File: src/rtl/canyon_rom_pkg.sv
// Memory map and FSM state type shared by the Canyon Bomber ROM loader
// and its address decoder.
package canyon_rom_pkg;

  localparam int ROM_REGIONS = 4;

  localparam logic [24:0] REGION_BASE [ROM_REGIONS] = '{25'h0000, 25'h0800, 25'h1000, 25'h1200};
  localparam logic [24:0] REGION_SIZE [ROM_REGIONS] = '{25'h0800, 25'h0800, 25'h0200, 25'h0200};
  localparam logic [24:0] TOTAL_BYTES = 25'h1400;

  typedef enum logic [2:0] {
    ST_IDLE,
    ST_LOAD,
    ST_CHECK,
    ST_HOLD,
    ST_RUN,
    ST_FAIL
  } state_e;

endpackage

File: src/rtl/rom_region_decode.sv
// Combinational decode of a download byte address into a one-hot ROM
// region hit plus the offset inside that region.
module rom_region_decode
  import canyon_rom_pkg::*;
#(
  parameter int NUM_REGIONS = 4,
  parameter int LOC_W       = 11
) (
  input  logic [24:0]            dl_addr,
  output logic [NUM_REGIONS-1:0] hit,
  output logic [LOC_W-1:0]       offset,
  output logic                   out_of_range
);

  logic [NUM_REGIONS-1:0] match;
  logic [24:0]            rel [NUM_REGIONS];

  // An address below the base wraps to a huge value, so one compare suffices.
  for (genvar gi = 0; gi < NUM_REGIONS; gi++) begin : g_region
    assign rel[gi]   = dl_addr - REGION_BASE[gi];
    assign match[gi] = (rel[gi] < REGION_SIZE[gi]);
  end

  // Descending scan so the lowest-numbered matching region wins.
  always_comb begin
    hit    = '0;
    offset = '0;
    for (int k = NUM_REGIONS - 1; k >= 0; k--) begin
      if (match[k]) begin
        hit    = '0;
        hit[k] = 1'b1;
        offset = rel[k][LOC_W-1:0];
      end
    end
  end

  assign out_of_range = (dl_addr >= TOTAL_BYTES);

endmodule

File: src/rtl/rom_load_ctrl.sv
// Steers the HPS ioctl ROM download into the core's ROM regions and owns
// the core's run reset: held low while loading, released after a valid load.
module rom_load_ctrl
  import canyon_rom_pkg::*;
#(
  parameter int NUM_REGIONS = 4,
  parameter int LOC_W       = 11,
  parameter int RST_HOLD    = 16
) (
  input  logic                   clk_sys,
  input  logic                   Reset_I,
  input  logic                   dl_active,
  input  logic                   dl_wr,
  input  logic [24:0]            dl_addr,
  input  logic [7:0]             dl_data,
  input  logic                   soft_rst,
  output logic [NUM_REGIONS-1:0] wr_en,
  output logic [LOC_W-1:0]       wr_addr,
  output logic [7:0]             wr_data,
  output logic                   core_rst_n,
  output logic                   busy,
  output logic                   err_size,
  output logic                   err_range,
  output logic [15:0]            byte_count
);

  localparam int              HOLD_W      = $clog2(RST_HOLD + 1);
  localparam logic [HOLD_W-1:0] HOLD_RELOAD = HOLD_W'(RST_HOLD - 1);
  localparam logic [15:0]     TOTAL_CNT   = 16'(TOTAL_BYTES);

  state_e                 state_q, state_d;
  logic [HOLD_W-1:0]      hold_q, hold_d;
  logic                   dl_active_q;
  logic [NUM_REGIONS-1:0] wr_en_q, wr_en_d;
  logic [LOC_W-1:0]       wr_addr_q, wr_addr_d;
  logic [7:0]             wr_data_q, wr_data_d;
  logic                   core_rst_n_q, core_rst_n_d;
  logic                   err_size_q, err_size_d;
  logic                   err_range_q, err_range_d;
  logic [15:0]            byte_count_q, byte_count_d;

  logic                   dl_rise, dl_fall, accept, count_bad;
  logic [NUM_REGIONS-1:0] dec_hit;
  logic [LOC_W-1:0]       dec_offset;
  logic                   dec_oor;

  rom_region_decode #(
    .NUM_REGIONS (NUM_REGIONS),
    .LOC_W       (LOC_W)
  ) u_decode (
    .dl_addr      (dl_addr),
    .hit          (dec_hit),
    .offset       (dec_offset),
    .out_of_range (dec_oor)
  );

  // The edge detector resets high so a download already in flight when
  // reset lifts is not mistaken for a fresh one.
  assign dl_rise   = dl_active & ~dl_active_q;
  assign dl_fall   = ~dl_active & dl_active_q;
  assign accept    = dl_active & dl_wr & (state_q == ST_LOAD);
  assign count_bad = (byte_count_q != TOTAL_CNT);

  always_ff @(posedge clk_sys or negedge Reset_I) begin
    if (!Reset_I) begin
      state_q      <= ST_IDLE;
      hold_q       <= '0;
      dl_active_q  <= 1'b1;
      wr_en_q      <= '0;
      wr_addr_q    <= '0;
      wr_data_q    <= '0;
      core_rst_n_q <= 1'b0;
      err_size_q   <= 1'b0;
      err_range_q  <= 1'b0;
      byte_count_q <= '0;
    end else begin
      state_q      <= state_d;
      hold_q       <= hold_d;
      dl_active_q  <= dl_active;
      wr_en_q      <= wr_en_d;
      wr_addr_q    <= wr_addr_d;
      wr_data_q    <= wr_data_d;
      core_rst_n_q <= core_rst_n_d;
      err_size_q   <= err_size_d;
      err_range_q  <= err_range_d;
      byte_count_q <= byte_count_d;
    end
  end

  always_comb begin
    state_d = state_q;
    hold_d  = hold_q;
    if (dl_rise) begin
      state_d = ST_LOAD;
      hold_d  = '0;
    end else begin
      unique case (state_q)
        ST_IDLE: ;
        ST_LOAD: if (dl_fall) state_d = ST_CHECK;
        ST_CHECK: begin
          if (count_bad || err_range_q) begin
            state_d = ST_FAIL;
          end else begin
            state_d = ST_HOLD;
            hold_d  = HOLD_RELOAD;
          end
        end
        ST_HOLD: begin
          if (soft_rst)            hold_d  = HOLD_RELOAD;
          else if (hold_q == '0)   state_d = ST_RUN;
          else                     hold_d  = hold_q - 1'b1;
        end
        ST_RUN: begin
          if (soft_rst) begin
            state_d = ST_HOLD;
            hold_d  = HOLD_RELOAD;
          end
        end
        ST_FAIL: ;
        default: state_d = ST_IDLE;
      endcase
    end
  end

  always_comb begin
    wr_en_d      = '0;
    wr_addr_d    = wr_addr_q;
    wr_data_d    = wr_data_q;
    err_size_d   = err_size_q;
    err_range_d  = err_range_q;
    byte_count_d = byte_count_q;
    if (dl_rise) begin
      err_size_d   = 1'b0;
      err_range_d  = 1'b0;
      byte_count_d = '0;
    end else if (accept) begin
      if (dec_oor) begin
        err_range_d = 1'b1;
      end else begin
        wr_en_d   = dec_hit;
        wr_addr_d = dec_offset;
        wr_data_d = dl_data;
        if (byte_count_q != 16'hFFFF) byte_count_d = byte_count_q + 16'd1;
      end
    end
    if (!dl_rise && state_q == ST_CHECK && count_bad) err_size_d = 1'b1;
    core_rst_n_d = (state_d == ST_RUN);
    busy = (state_q == ST_LOAD) || (state_q == ST_CHECK) || (state_q == ST_HOLD);
  end

  assign wr_en      = wr_en_q;
  assign wr_addr    = wr_addr_q;
  assign wr_data    = wr_data_q;
  assign core_rst_n = core_rst_n_q;
  assign err_size   = err_size_q;
  assign err_range  = err_range_q;
  assign byte_count = byte_count_q;

endmodule

File: config.mk
export PLATFORM = sky130hd
export DESIGN_NAME = rom_load_ctrl
export DESIGN_NICKNAME = d
export VERILOG_FILES = /design/src/rtl/canyon_rom_pkg.sv /design/src/rtl/rom_region_decode.sv /design/src/rtl/rom_load_ctrl.sv
export SDC_FILE = /design/constraint.sdc
export NUM_CORES = 1
export LEC_CHECK = 0
export CAP_MARGIN = 15
export CORE_ASPECT_RATIO = 2
export CORE_MARGIN = 1.5
export CORE_UTILIZATION = 45
export CTS_CLUSTER_SIZE = 28
export DETAILED_ROUTE_END_ITERATION = 8
export HOLD_SLACK_MARGIN = 0.12
export PLACE_DENSITY = 0.82
export SLEW_MARGIN = 10
export SYNTH_ARGS = -nofsm -noshare
export SYNTH_HDL_FRONTEND = slang
export SYNTH_SLANG_ARGS = --single-unit
File: constraint.sdc
create_clock -name clk_sys -period 3.2 [get_ports clk_sys]
set_input_delay 0.64 -clock clk_sys [delete_from_list [all_inputs] [get_ports clk_sys]]
set_output_delay 0.64 -clock clk_sys [all_outputs]
set_load 0.01 [all_outputs]
Word-level counts from Yosys, hierarchy flattened
Index checks and enable logic that the tools add are counted.
{"block": "word_totals", "output_inout_bits": 43, "in_bits": 38, "reg_bits": 51, "word_cells": 91}
{"block": "op_classes", "n_reduce_logical": 18, "eq_ne": 12, "bitwise": 8, "add_sub_neg": 5, "n_mux": 33, "magnitude_cmp": 5}
{"operator": "$mux W16", "n": 4}
{"operator": "$lt A25 B10 Y1 const B", "n": 2}
{"operator": "$lt A25 B12 Y1 const B", "n": 2}
{"operator": "$sub A25 B13 Y25 const B", "n": 2}
{"operator": "$mux W11", "n": 4}
{"operator": "$mux W4", "n": 7}
{"operator": "$ge A25 B13 Y1 const B", "n": 1}
{"operator": "$mux W5", "n": 5}
{"operator": "$sub A25 B12 Y25 const B", "n": 1}
{"operator": "$mux W3", "n": 6}
{"operator": "$add A16 B1 Y16 const B", "n": 1}
{"operator": "$ne A16 B13 Y1 const B", "n": 1}
{"operator": "$ne A16 B16 Y1 const B", "n": 1}
{"operator": "$pmux W3 S5", "n": 1}
{"operator": "$pmux W5 S3", "n": 1}
{"operator": "$eq A3 B3 Y1 const B", "n": 3}
{"operator": "$reduce_bool A2 Y1", "n": 4}
{"operator": "$eq A3 B2 Y1 const B", "n": 2}
{"operator": "$ne A3 B3 Y1 const B", "n": 2}
{"operator": "$reduce_and A3 Y1", "n": 2}
{"operator": "$logic_not A5 Y1", "n": 1}
{"operator": "$mux W1", "n": 5}
{"operator": "$sub A5 B1 Y5 const B", "n": 1}
{"operator": "$and A1 B1 Y1", "n": 4}
{"operator": "12 further kinds", "n": 18}

Logic depth before layout (Yosys ltp)
Gate-level depths: netlist of run 1.
{"block": "depth", "ltp_word": 9, "mapped_depth": 9, "ltp_nobuf": 7}

By module
From an unflattened synthesis of run 1, not the netlist that was laid out.
{"block": "hier_totals", "cells_unflattened": 319, "area_unflattened_um2": 3154.3}
{"module": "rom_load_ctrl", "instances": 1, "area_each_um2": 2489.9, "cells_each": 227, "seq_area_each_um2": 1277.5}
{"module": "rom_region_decode", "instances": 1, "area_each_um2": 664.4, "cells_each": 92, "seq_area_each_um2": 0.0}

Worst setup path after synthesis of run 1
Ideal clock, no wire load.
{"block": "synth_timing", "path_kind": "input port to flip-flop", "startpoint": "input port dl_addr[13]", "endpoint": "register wr_addr_q[10], in the netlist wr_addr[10]", "t_arrival_ps": 2610, "setup_ps": 78, "path_buffers": 0, "stages": 7, "required_time_ps": 3122, "path_slack_ps": 512, "path_cell_list": "inv_1 -> ha_1 -> xnor2_1 -> a2111o_1 -> a2111oi_1 -> a21boi_0 -> a21oi_1"}
{"block": "synth_between", "elab_chain_len": 6, "elab_cells_between_ends": 14, "cone_classes": "3 x add/sub; 5 x order compare; 4 x mux; 1 x bitwise; 1 x reduce/logical"}
{"element": "start: declaration", "line_no": "rom_load_ctrl.sv:14", "text": "input logic [24:0] dl_addr,"}
{"element": "$sub A25 B13 Y25", "line_no": "rom_region_decode.sv:20", "text": "assign rel[gi] = dl_addr - REGION_BASE[gi];"}
{"element": "$lt A25 B10 Y1", "line_no": "rom_region_decode.sv:21", "text": "assign match[gi] = (rel[gi] < REGION_SIZE[gi]);"}
{"element": "$mux W11 (4 in a row)", "line_no": "rom_region_decode.sv:29", "text": "if (match[k]) begin"}
{"element": "end signal: assignment", "line_no": "rom_load_ctrl.sv:81", "text": "wr_addr_q <= wr_addr_d;"}
{"element": "end: declaration", "line_no": "rom_load_ctrl.sv:35", "text": "logic [LOC_W-1:0] wr_addr_q, wr_addr_d;"}
Several ways; a longest one is shown, not always the timed one.
A chain may end at the register's enable or synchronous reset.

Final worst setup path of run 1
{"block": "layout_timing", "startpoint": "input port dl_addr[24]", "endpoint": "register byte_count_q[14], in the netlist byte_count[14]"}
{"block": "layout_between", "elab_chain_len": 3}
{"element": "$ge A25 B13 Y1", "line_no": "rom_region_decode.sv:37", "text": "assign out_of_range = (dl_addr >= TOTAL_BYTES);"}
{"element": "$ne A2 B2 Y1 (no source line)"}
{"element": "$reduce_and A3 Y1 (no source line)"}
{"element": "end signal: assignment", "line_no": "rom_load_ctrl.sv:86", "text": "byte_count_q <= byte_count_d;"}
{"element": "end: declaration", "line_no": "rom_load_ctrl.sv:40", "text": "logic [15:0] byte_count_q, byte_count_d;"}
Every way passes these cells.

==> summary.md, run 1 <==
| Metric | Value |
|---|---|
| Worst slack, placed | `-0.0372 ns` |
| Final worst setup slack | `0.230 ns` |
| Antenna violations before repair | `0` |
| Num ports | `81` |
| Setup crit start kind | `input pin` |
| CP max stage delay | `0.69 ns` |
| Unique masters post-synth | `69` |
| Worst skew pair latency | `0.29 ns` |
| VDD IR max | `0.507 mV` |
| Total GRT Usage | `25.2%` |
| Hold Fails Final Rpt | `0` |
| Post-cts gate resize count | `0` |
| Cells after synthesis | `324` |
| Detail Placement HPWL | `6.46 mm` |
| Max Fclk | `337 MHz` |
| Pleak | `0.00171 µW` |
| Routed WL per cell | `17.0 µm` |
| Slew Limit Fails | `0` |
| Critical path, cell by cell | `clkdlybuf4s50_1 -> nor4_1 -> nand3b_1 -> or4_4 -> nor4_1 -> buf_4 -> mux2i_1` |
| Flop pwr share | `40.7%` |
| Post-synth top flop | `dfrtp_1` |
| Initial DRC Count | `225` |
| Critical path peak fanout | `20` |
| DR DRC count | `0` |
| CP max stage cell | `or4_4` |
| Combinational share of power | `22.8%` |
| Vias in the first global route | `2980` |
| FFs w/ async S/R, synth | `100%` |
| Critical path type | `input pin to register` |
| Die width | `61.4 µm` |
| Final core occ | `63.0%` |
| First-pass DRT Iterations | `5` |
| Yosys reg bits | `51` |
| Sw Pwr | `518 µW` |
| CTS max path bufs | `2` |
| Clock share of power | `36.5%` |
| RD Place Congestion | `0.897` |
| Final Total Pwr | `1880 µW` |
| TNS Setup | `0 ns` |
| Net Count, Synth | `370` |
| Most frequent cell on the critical path | `nor4_1` |
| Crit path capture type | `register` |
| Final Cycle Share | `92.8%` |
| P per Cell Area | `451 nW/µm²` |
| Share of cells above drive strength 1 | `11.7%` |
| Synth warn | `0` |
| Slew @ Worst Pin | `0.779 ns` |
| Switching Share | `27.5%` |
| Final-layout fill cell count | `584` |
| CTS Hold Buffers Added | `0` |
| Area grow syn2layout | `36.0%` |
| RSZ-0062 raised after global routing | `false` |
| Post-layout minimum cycle time | `2.97 ns` |
| CTS Buf Count | `5` |
| Mapped Area | `3070 µm²` |
| Placed Area | `3980 µm²` |
| Reg clk slew, reported paths | `0.07 ns` |
| CTS tree | `yes` |
| Skew final | `0.00422 ns` |
| Post-route cell area | `4170 µm²` |
| Worst min path class | `input pin to asynchronous set/reset pin` |
| Max-cap viol count | `0` |
| Drt total wl | `8.52 mm` |
| Sink Count | `51` |
| CTS H-tree lvls | `2` |
| Slew HR | `47.6%` |
| Remaining antenna violation count | `0` |
| Status | `completed` |
| Initial Util | `46.3%` |
| CTS root buffer | `clkbuf_16` |
| Total global routing overflow | `0` |
| Critical Path AT | `3.19 ns` |
| Largest net degree at the start of global routing | `38` |
| CORE AREA | `6620 µm²` |
| Die Y | `120 µm` |
| Post-CTS Setup Inserts | `0` |
| Critical Path RT | `3.42 ns` |
| First-pass GRT wire length | `13.9 mm` |
| Routed vias/inst | `6.05` |
| Via count | `3027` |
| Avg Inst Size Synth | `9.47 µm²` |
| ANT cells | `0` |
| Pint | `1370 µW` |
| Buffers on Ports | `80` |
| Final setup fails | `0` |
| Row Count | `42` |
| Register area share after synthesis | `41.6%` |
| Final nets | `457` |
| Die Area | `7350 µm²` |
| EDFF count, synth | `0` |
## Yosys cell counts, types with 6 or more instances
cell type / number / area [µm²]
dfrtp_1: 50 / 1250
inv_1: 26 / 97.6
nand2_1: 22 / 82.6
nor2_1: 20 / 75.1
o21ai_0: 17 / 85.1
a21oi_1: 14 / 70.1
nor4_1: 12 / 75.1
nand4_1: 10 / 62.6
o311ai_0: 9 / 78.8
ha_1: 8 / 100
mux2_2: 8 / 90.1
nand2b_1: 8 / 50.1
o31ai_1: 8 / 60.1
nor3_1: 7 / 35.0
or4_1: 7 / 52.6
nand3_1: 6 / 30.0
## placed cells by master (no fill, tap or decap), drive strengths merged, types with 3 or more instances in the layout
cell type,synthesis,final
nor3b,3,3
mux2i,5,5
and3,5,5
dfrtp,50,50
o311ai,9,9
and2,4,4
or4,10,10
buf,5,15
mux2,8,8
nand2,22,22
o21ai,18,18
nor2,20,20
o31ai,8,8
nor4,13,13
clkbuf,7,5
a31oi,5,5
nor4b,3,3
ha,8,8
nor3,7,7
nand4,10,10
nand2b,9,9
a21boi,4,4
or3,4,4
clkdlybuf4s50,0,79
o21a,5,5
inv,26,26
a21oi,14,14
nand3b,3,3
nand3,6,6
## path summary, 6_finish.rpt
check | from | to | slack [ns] | cells after the start
worst max-delay path | dl_addr[24] | byte_count[14] | 0.23 | 7
worst min-delay path | Reset_I | byte_count[7] | 0.24 | 1
worst max register to register | state_q[1] | byte_count[14] | 0.57 | 6
worst min register to register | wr_data[7] | wr_data[7] | 0.51 | 1
max in group asynchronous | Reset_I | dl_active_q | 2.14 | 2
min in group clk_sys | wr_data[7] | wr_data[7] | 0.51 | 1
## power by group through the flow
stage / Combinational (µW) / Sequential, µW / Clock [µW]
4_1_cts: 429 / 764 / 690
5_1_grt: 474 / 775 / 715
6_report: 429 / 767 / 688
3_5_place_dp: 421 / 775 / 0
3_3_place_gp: 411 / 772 / 0
2_1_floorplan: 281 / 752 / 0
## state kept, by name, summed over array words and instances, names as in the netlist
| name | cells |
|---|---|
| wr_addr | 11 |
| hold_q | 5 |
| err_size | 1 |
| core_rst_n | 1 |
| dl_active_q | 1 |
| state_q | 3 |
| wr_data | 8 |
| wr_en | 4 |
| byte_count | 16 |
| err_range | 1 |
## critical path, delay by kind of cell
| kind | cells | cell delay, ns |
|---|---|---|
| buffers and inverters | 2 | 0.63 |
| multiplexers | 1 | 0.16 |
| AND/OR/NAND/NOR | 4 | 1.76 |
## cell families (layout without fill, tap and decap cells)
kind of cell	Yosys count	count (layout)	share of synthesized area [%]
AOI/OAI and AO/OA	81	81	18.4
and+or+nand+nor	129	129	24.8
muxes	13	13	4.57
buffers and inverters	40	128	6.81
xor gates and xnor gates	2	2	0.571
adders and majority gates	8	8	3.26
DFF	51	51	41.6
## per-stage QoR
stage,hold slack (ns),instances
after floorplan,0.344,324
after global placement,0.487,492
after detailed placement,0.495,492
after CTS,0.252,500
after global routing,0.260,500
final,0.241,500
## layout make-up
cell class | count | area, µm² | area share [%]
flip-flops and latches | 51 | 1280 | 30.6
well taps | 88 | 110 | 2.64
multi-input cells | 233 | 1590 | 38.2
clock buffers | 5 | 125 | 3.00
repair buffers | 94 | 901 | 21.6
clock inverters | 3 | 67.6 | 1.62
inverters | 26 | 97.6 | 2.34
## metal layers
metal | track usage, % | vias up | wire (µm)
li1 | - | 1396 | -
met1 | 27.3 | 1465 | 2980
met2 | 44.5 | 136 | 4760
met3 | 3.13 | 30 | 404
met4 | 13.7 | 0 | 384
met5 | 0 | - | 0
No activity file was read; power rests on OpenSTA's default activity.
==> inputs of run 2 (changes only) <==
--- a/config.mk
+++ b/config.mk
@@ -7,7 +7,6 @@
 export LEC_CHECK = 0
 export CAP_MARGIN = 15
 export CORE_ASPECT_RATIO = 2
-export CORE_MARGIN = 1.5
 export CORE_UTILIZATION = 45
 export CTS_CLUSTER_SIZE = 28
 export DETAILED_ROUTE_END_ITERATION = 8
==> summary.md, run 2 (same netlist as run 1, synthesis figures left out) <==
| Metric | Value |
|---|---|
| Status | `completed` |
| Post-route cell area | `4140 µm² (-0.87%)` |
| CORE AREA | `6620 µm² (unchanged)` |
| Switching Share | `29.9% (+2.4 points)` |
| Sink Count | `51 (unchanged)` |
| Final nets | `459 (+0.44%)` |
| Pint | `1200 µW (-12%)` |
| GR Layer Usage met3 | `3.72% (+0.59 points)` |
| Slew Limit Fails | `0 (unchanged)` |
| CP startpoint | `dl_addr[12]` |
| Critical Path RT | `3.41 ns (about the same)` |
| RD Place Congestion | `0.874 (-2.6%)` |
| Final setup fails | `0 (unchanged)` |
| Combinational share of power | `24.9% (+2.1 points)` |
| Critical path peak fanout | `5 (-75%)` |
| Num ports | `81 (unchanged)` |
| Initial Util | `46.3% (unchanged)` |
| Via count | `3009 (-0.59%)` |
| Worst slack, placed | `-0.00963 ns (+0.0276 ns)` |
| Worst reg2reg path depth | `6 (unchanged)` |
| Post-cts gate resize count | `0 (unchanged)` |
| RSZ-0062 raised after global routing | `false` |
| CTS H-tree lvls | `2 (unchanged)` |
| Row Count | `42 (unchanged)` |
| Post-CTS Setup Inserts | `0 (unchanged)` |
| Hold Slack | `0.343 ns (+0.102 ns)` |
| Detail Placement HPWL | `6.53 mm (+0.99%)` |
| First-pass GRT wire length | `14.0 mm (+0.40%)` |
| Largest net degree at the start of global routing | `30 (-21%)` |
| Final core occ | `62.5% (-0.55 points)` |
| GR met1 Demand/Resource | `26.4% (-0.82 points)` |
| Reg2reg end | `byte_count[14]` |
| Die Y | `119 µm (-0.83%)` |
| Max-cap viol count | `0 (unchanged)` |
| GR peak layer | `met2` |
| CTS tree | `yes` |
| Flop pwr share | `44.5% (+3.8 points)` |
| Buffers on Ports | `80 (unchanged)` |
| Drt total wl | `8.48 mm (-0.45%)` |
| Setup crit start kind | `input pin` |
| R2R Path Start | `state_q[1]` |
| Max Fclk | `343 MHz (+1.8%)` |
| P per Cell Area | `415 nW/µm² (-8.0%)` |
| Die width | `60.4 µm (-1.6%)` |
| Final-layout fill cell count | `597 (+2.2%)` |
| Slew HR | `47.6% (about the same)` |
| Worst min path class | `input pin to asynchronous set/reset pin` |
| Die Area | `7170 µm² (-2.5%)` |
| Vias in the first global route | `3060 (+2.7%)` |
| Total GRT Usage | `25.9% (+0.74 points)` |
| Worst skew pair latency | `0.29 ns (about the same)` |
| Initial DRC Count | `125 (-44%)` |
| Max reg flops | `16 (unchanged)` |
| Most frequent cells in the layout | `clkdlybuf4s50_1 (79), dfrtp_1 (50), inv_1 (26)` |
| CTS Hold Buffers Added | `0 (unchanged)` |
| Reg clk slew, reported paths | `0.07 ns (about the same)` |
| Placed Area | `3990 µm² (+0.25%)` |
| Routed vias/inst | `5.99 (-0.99%)` |
| Share of cells above drive strength 1 | `12.1% (+0.43 points)` |
| Reg2reg setup slack | `0.64 ns (+0.07 ns)` |
| Clock share of power | `30.7% (-5.8 points)` |
| Critical path capture point | `wr_addr[2]` |
| VDD IR max | `0.349 mV (-31%)` |
| First-pass DRT Iterations | `4 (-1)` |
| Final Cycle Share | `91.1% (-1.7 points)` |
| CTS Buf Count | `5 (unchanged)` |
| Critical Path AT | `3.13 ns (-0.06 ns)` |
| Hold Fails Final Rpt | `0 (unchanged)` |
| Remaining antenna violation count | `0 (unchanged)` |
| Post-layout minimum cycle time | `2.92 ns (-0.0537 ns)` |
| ANT cells | `0 (unchanged)` |
| CTS root buffer | `clkbuf_16` |
| Slew @ Worst Pin | `0.784 ns (+0.00487 ns)` |
| Crit path capture type | `register` |
| Antenna violations before repair | `0 (unchanged)` |
| Most common cell after layout, fill and taps aside | `clkdlybuf4s50_1` |
| Total global routing overflow | `0 (unchanged)` |
| DR DRC count | `0 (unchanged)` |
| Critical path type | `input pin to register` |
| Pleak | `0.00170 µW (-0.33%)` |
| Area grow syn2layout | `34.8%` |
| Routed WL per cell | `16.9 µm (-0.84%)` |
| Final worst setup slack | `0.283 ns (+0.0537 ns)` |
| Sw Pwr | `514 µW (-0.78%)` |
| M2 GR Usage | `46.0% (+1.5 points)` |
| CTS max path bufs | `2 (unchanged)` |
| Skew final | `0.00536 ns (+0.00113 ns)` |
==> run 2: critical path: stages <==
cell and delay (ns):
clkdlybuf4s50_1 0.52, ha_1 0.30, xnor2_1 0.13, a2111o_1 0.40, a2111oi_1 0.64, buf_4 0.25
o311ai_0 0.13, o21ai_0 0.11
==> run 2: layout make-up <==
class	instances	area (µm²)	share of cell area [%]
Multi-Input combinational cell	233	1600	38.6
Sequential cell	51	1280	30.9
Timing Repair Buffer	96	916	22.1
Clock buffer	5	125	3.02
Tap cell	88	110	2.66
Inverter	26	97.6	2.36
Clock inverter	3	15.0	0.363
==> run 2: how the worst min path moves through the flow <==
stage | start | end | slack (ns) | cells after the start
6_report | Reset_I | byte_count[3] | 0.34 | 1
5_1_grt | Reset_I | byte_count[3] | 0.39 | 1
4_1_cts | Reset_I | byte_count[3] | 0.37 | 1
3_5_place_dp | wr_addr[9] | wr_addr[9] | 0.48 | 1
3_3_place_gp | wr_addr[9] | wr_addr[9] | 0.47 | 1
2_1_floorplan | Reset_I | byte_count[0] | 0.34 | 0
==> run 2: metrics by stage <==
| stage | TNS [ns] | instances | total power (µW) |
|---|---|---|---|
| after detailed placement | -0.00963 | 494 | 1200 |
| after floorplan | 0 | 324 | 1030 |
| after CTS | 0 | 502 | 1720 |
| after global placement | 0 | 494 | 1190 |
| final | 0 | 502 | 1720 |
| after global routing | 0 | 502 | 1800 |
==> run 2: routing by layer <==
metal	up-vias	wire length, µm
met5	-	0
met4	0	481
met3	38	316
met1	1453	3000
li1	1400	-
met2	118	4690
==> run 2: power groups by stage <==
stage / Clock (µW) / Sequential [µW] / Combinational, µW
2_1_floorplan: 0 / 752 / 281
4_1_cts: 532 / 763 / 428
3_3_place_gp: 0 / 773 / 413
3_5_place_dp: 0 / 774 / 426
5_1_grt: 553 / 773 / 476
6_report: 527 / 764 / 427
